[src/rtl/fb_write_ctrl.sv]
// fb_write_ctrl
// Owns the framebuffer write port and shares it between two sources:
// - the draw requester (pen/paint path)
// - an internal clear engine that sweeps addresses 0..NUM_PIXELS-1 to CLEAR_VALUE
// It issues at most one pixel write per clock. The framebuffer read port is
// not touched here.
//
// Ports
//   Clk          clock; also the framebuffer wrclock
//   Reset_n      asynchronous active-low reset
//   clear_start  single-cycle clear request (ignored while a clear is running)
//   clear_busy   high while clear writes are on the write port
//   clear_done   one-cycle pulse alongside the last clear write
//   draw_req     draw request, held by the requester until draw_ack
//   draw_addr    draw pixel address, valid with draw_req
//   draw_data    draw pixel value, valid with draw_req
//   draw_ack     combinational accept of the draw request
//   draw_drop    one-cycle pulse: an accepted draw was out of range and not written
//   fb_wraddress framebuffer write address
//   fb_data      framebuffer write data
//   fb_wren      framebuffer write enable
//
// State  | meaning
// IDLE   | accept draw requests; a clear_start moves to CLEAR
// CLEAR  | write CLEAR_VALUE to one address per cycle, draws stalled

module fb_write_ctrl #(
    parameter int                ADDR_W      = 17,
    parameter int                DATA_W      = 8,
    parameter int                NUM_PIXELS  = 76800,
    parameter logic [DATA_W-1:0] CLEAR_VALUE = '0
) (
    input  logic              Clk,
    input  logic              Reset_n,
    input  logic              clear_start,
    output logic              clear_busy,
    output logic              clear_done,
    input  logic              draw_req,
    input  logic [ADDR_W-1:0] draw_addr,
    input  logic [DATA_W-1:0] draw_data,
    output logic              draw_ack,
    output logic              draw_drop,
    output logic [ADDR_W-1:0] fb_wraddress,
    output logic [DATA_W-1:0] fb_data,
    output logic              fb_wren
);

    localparam logic [0:0] IDLE  = 1'b0;
    localparam logic [0:0] CLEAR = 1'b1;

    // One extra bit so NUM_PIXELS == 2**ADDR_W is representable and every
    // address compares as in range.
    localparam logic [ADDR_W:0]   NUM_P     = NUM_PIXELS[ADDR_W:0];
    localparam logic [ADDR_W-1:0] LAST_ADDR = ADDR_W'(NUM_PIXELS - 1);
    localparam logic [ADDR_W-1:0] ONE       = ADDR_W'(1);

    logic [0:0]        state;
    logic [ADDR_W-1:0] cnt;
    logic [ADDR_W-1:0] cnt_next;
    logic              in_range;

    assign cnt_next = cnt + ONE;
    assign in_range = ({1'b0, draw_addr} < NUM_P);

    // clear_start outranks a simultaneous draw; reset forces the ack low so a
    // requester cannot advance on a request that will never be written.
    assign draw_ack = Reset_n && (state == IDLE) && !clear_start && draw_req;

    always_ff @(posedge Clk or negedge Reset_n) begin
        if (!Reset_n) begin
            state        <= IDLE;
            cnt          <= '0;
            fb_wren      <= 1'b0;
            fb_wraddress <= '0;
            fb_data      <= '0;
            clear_busy   <= 1'b0;
            clear_done   <= 1'b0;
            draw_drop    <= 1'b0;
        end else begin
            draw_drop  <= 1'b0;
            clear_done <= 1'b0;
            case (state)
                IDLE: begin
                    if (clear_start) begin
                        state        <= CLEAR;
                        cnt          <= '0;
                        fb_wren      <= 1'b1;
                        fb_wraddress <= '0;
                        fb_data      <= CLEAR_VALUE;
                        clear_busy   <= 1'b1;
                    end else if (draw_ack) begin
                        if (in_range) begin
                            fb_wren      <= 1'b1;
                            fb_wraddress <= draw_addr;
                            fb_data      <= draw_data;
                        end else begin
                            // address/data keep their last values on a drop
                            fb_wren   <= 1'b0;
                            draw_drop <= 1'b1;
                        end
                    end else begin
                        fb_wren <= 1'b0;
                    end
                end
                CLEAR: begin
                    // cnt mirrors the address currently on the write port
                    if (cnt == LAST_ADDR) begin
                        state      <= IDLE;
                        fb_wren    <= 1'b0;
                        clear_busy <= 1'b0;
                    end else begin
                        cnt          <= cnt_next;
                        fb_wraddress <= cnt_next;
                        clear_done   <= (cnt_next == LAST_ADDR);
                    end
                end
                default: begin
                    state <= IDLE;
                end
            endcase
        end
    end

endmodule

[config.mk]
export PLATFORM = sky130hd
export DESIGN_NAME = fb_write_ctrl
export DESIGN_NICKNAME = d
export VERILOG_FILES = /design/src/rtl/fb_write_ctrl.sv
export SDC_FILE = /design/constraint.sdc
export NUM_CORES = 1
export LEC_CHECK = 0
export CORE_ASPECT_RATIO = 0.6
export CORE_UTILIZATION = 49
export DETAILED_ROUTE_END_ITERATION = 10
export PLACE_DENSITY = 0.79
export REMOVE_ABC_BUFFERS = 1
export SKIP_CTS_REPAIR_TIMING = 1
export SLEW_MARGIN = 5
export SYNTH_ARGS = -nofsm -noshare
export SYNTH_HDL_FRONTEND = slang
export SYNTH_SLANG_ARGS = --single-unit
[constraint.sdc]
create_clock -name Clk -period 2.8 [get_ports Clk]
set_input_delay 0.84 -clock Clk [delete_from_list [all_inputs] [get_ports Clk]]
set_output_delay 0.84 -clock Clk [all_outputs]
set_load 0.1 [all_outputs]
==> summary.md <==
| Metric | Value |
|---|---|
| WL/cell | `16.8 um` |
| Fmax achieved | `366 MHz` |
| Compound-gate portion of the synthesized area | `15.0%` |
| Peak VDD IR | `665 uV` |
| Main synth FF type | `dfrtp_1` |
| Htree depth | `2` |
| Final Critical Period | `2.73 ns` |
| Antenna cell count | `0` |
| Hold path depth | `1` |
| Final nets | `335` |
| Total power | `2480 uW` |
| Most frequent cells in the layout | `47 x dfrtp_1, 41 x nand2_1, 40 x buf_4, 27 x clkdlybuf4s50_1, 20 x o21ai_0` |
| Gr ovfl total | `0` |
| Final GP Congestion | `0.879` |
| Final setup viols | `0` |
| Post-synthesis adder-cell area fraction | `1.03%` |
| GR Util All Layers | `25.5%` |
| Critical path startpoint category | `input port` |
| Top cell type by total area after synthesis | `dfrtp_1` |
| Syn-to-layout area delta | `29.0%` |
| Die area | `0.00528 mm^2` |
| Largest cells by area after synthesis | `dfrtp_1 48%, nand2_1 6.3%, a22o_1 4.3%, o21ai_0 4.1%, mux2_2 3.2%` |
| Die outline width | `93.1 um` |
| Required @ worst endpoint | `1.96 ns` |
| Chip Height | `56.7 um` |
| Root buf cell | `clkbuf_8` |
| PortBufs | `58` |
| Clk sinks | `47` |
| Setup Skew | `0.00837 ns` |
| DP Wirelength | `4.41 mm` |
| Total Routed Length | `6.17 mm` |
| Metal3 WL | `477 um` |
| Starting density of the core | `52.1%` |
| Hold Path End | `fb_wraddress[15]$_DFFE_PN0P_` |
| First-pass GRT wire length | `10.1 mm` |
| Antenna violations before repair | `0` |
| Worst Path Arrival | `1.89 ns` |
| Standard cell core area | `0.00468 mm^2` |
| I/O Pins | `59` |
| DRT Pass-1 Iters | `4` |
| Mapped Cells | `243` |
| Post-route ant nets | `0` |
| Commonest non-fill, non-tap cell in the layout | `dfrtp_1` |
| Worst R2R Setup Slack | `0.49 ns` |
| Row count | `19` |
| Drt drc | `0` |
| Vias in the first global route | `1,976` |
| WS Path Type | `input port to primary output` |
| Hold path startpoint | `fb_wraddress[15]$_DFFE_PN0P_` |
| Clock Latency Late Sink | `0.31 ns` |
| Leakage | `0.00147 uW` |
| RSZ-0062 raised after global routing | `false` |
| Worst r2r src | `cnt[0]$_DFFE_PN0P_` |
| Worst-margin pin slew | `0.663 ns` |
| Crit Path Max Fanout | `3` |
| Hold WS | `0.517 ns` |
| Total CTS buffers | `5` |
| Yosys top cell area share | `48.2%` |
| Status | `complete, no violations` |
| XOR/XNOR Fraction of Synth Area | `5.02%` |
| Hold Vio Cnt, Final | `0` |
| Post-synth EDFFs | `0` |
| Via count | `2,053` |
| Avg Vias per Cell | `5.58` |
| Warnings, synthesis | `0` |
| Share of synthesized registers carrying an async set or reset | `100%` |
| Worst-case reg-to-reg path depth | `8` |
| Synth Area per Inst | `10.0 um^2` |
| Mux cell area share after synthesis | `7.12%` |
| Max-Cap Viols | `0` |
| Synthesis-stage register bit count | `47` |
| Worst min path class | `flop to flop` |
| Simple-Gate Fraction of Synth Area | `19.3%` |
| Setup WS post-layout | `0.0663 ns` |
| DR iter-0 viols | `138` |
| Wl on met1 | `3.16 mm` |
| Main combinational cell family by area after synthesis | `simple AND/OR/NAND/NOR gates` |
| Share of cells above drive strength 1 | `22.3%` |
| Met2 WL | `2.44 mm` |
| Fin util | `67.2%` |
| Top layer in use | `met4` |
| Worst Setup End Kind | `primary output` |
| Synth Cell Area | `0.00244 mm^2` |
| Netlist cell types | `46` |
| CTS tree | `done` |
| PD cells | `787 mW/mm^2` |
| Setup slack at placement | `0.0133 ns` |
| Clock slew at reported path FFs | `0.08 ns` |
| Max-slew violation count | `0` |
| Register area share after synthesis | `48.2%` |
| Largest net degree at the start of global routing | `48` |
| R2r endpoint | `fb_wraddress[5]$_DFFE_PN0P_` |
| Buffers from clock root to sink, at most | `2` |
| Slew margin rel. | `55.4%` |
| Final period util | `97.6%` |
## synthesized netlist by cell type, types with 3 or more instances
master / count
a22o_1: 12
a21oi_1: 3
and4_1: 4
nand4_1: 8
xnor2_1: 7
xor2_1: 7
nor4_1: 3
mux2_2: 7
nor3_1: 8
nand2_1: 41
dfrtp_1: 47
a21o_1: 4
and3_1: 3
a31oi_1: 3
nand3_1: 7
inv_1: 5
nor2_1: 6
clkbuf_1: 8
mux2_4: 5
o21ai_0: 20
## worst max path at each step
stage	from	endpoint	slack, ns	cells past startpoint
4_1_cts	clear_start	draw_ack	0.03	4
5_1_grt	clear_start	draw_ack	0.007	4
3_5_place_dp	draw_addr[10]	fb_wraddress[11]$_DFFE_PN0P_	0.01	7
2_1_floorplan	clear_start	fb_wraddress[0]$_DFFE_PN0P_	-2.03	5
6_report	clear_start	draw_ack	0.07	4
3_3_place_gp	draw_addr[10]	fb_wraddress[12]$_DFFE_PN0P_	0.07	7
## layer usage
metal  global-route usage, %  up-vias
met2                    34.5       82
met5                       0        -
met3                    5.56       11
li1                        -     1002
met1                    39.8      958
met4                    8.57        0
## where the power goes
part / internal (uW) / switching (uW)
Sequential: 807 / 156
Combinational: 303 / 705
Clock: 266 / 240
Total: 1380 / 1100
## critical path, stage by stage
cell             delay (ns)
clkdlybuf4s50_1        0.43
nor2_1                 0.16
and3_2                 0.27
buf_12                 0.19
## flip-flops by register name, indices dropped and copies added (netlist names)
| name | cells |
|---|---|
| fb_wraddress | 17 |
| state | 1 |
| clear_busy | 1 |
| draw_drop | 1 |
| cnt | 17 |
| clear_done | 1 |
| fb_data | 8 |
| fb_wren | 1 |
## cell type report
class / count / area [um^2]
clock buffer: 5 / 68.8
clock inverter: 3 / 43.8
fill: 394 / 1540
inverter: 6 / 25.0
multi-input combinational: 175 / 1160
sequential: 47 / 1180
tap: 63 / 78.8
timing repair buffer: 69 / 596
## metrics by stage
| step | instance area, um^2 | instances | TNS (ns) |
|---|---|---|---|
| 6_report | 3150 | 368 | 0 |
| 5_1_grt | 3150 | 368 | 0 |
| 4_1_cts | 3150 | 368 | 0 |
| 3_5_place_dp | 3030 | 360 | 0 |
| 3_3_place_gp | 3030 | 360 | 0 |
| 2_1_floorplan | 2360 | 228 | -45.37 |
## kinds of logic (layout without fill, tap and decap cells)
| family | count (synthesis) | count (layout) |
|---|---|---|
| AOI/OAI and AO/OA | 53 | 53 |
| adders and majority gates | 2 | 2 |
| xor gates and xnor gates | 14 | 14 |
| and+or+nand+nor | 92 | 92 |
| muxes | 14 | 14 |
| DFF | 47 | 47 |
| buffers and inverters | 21 | 83 |
Note: power is estimated with default switching activity, not from simulation.
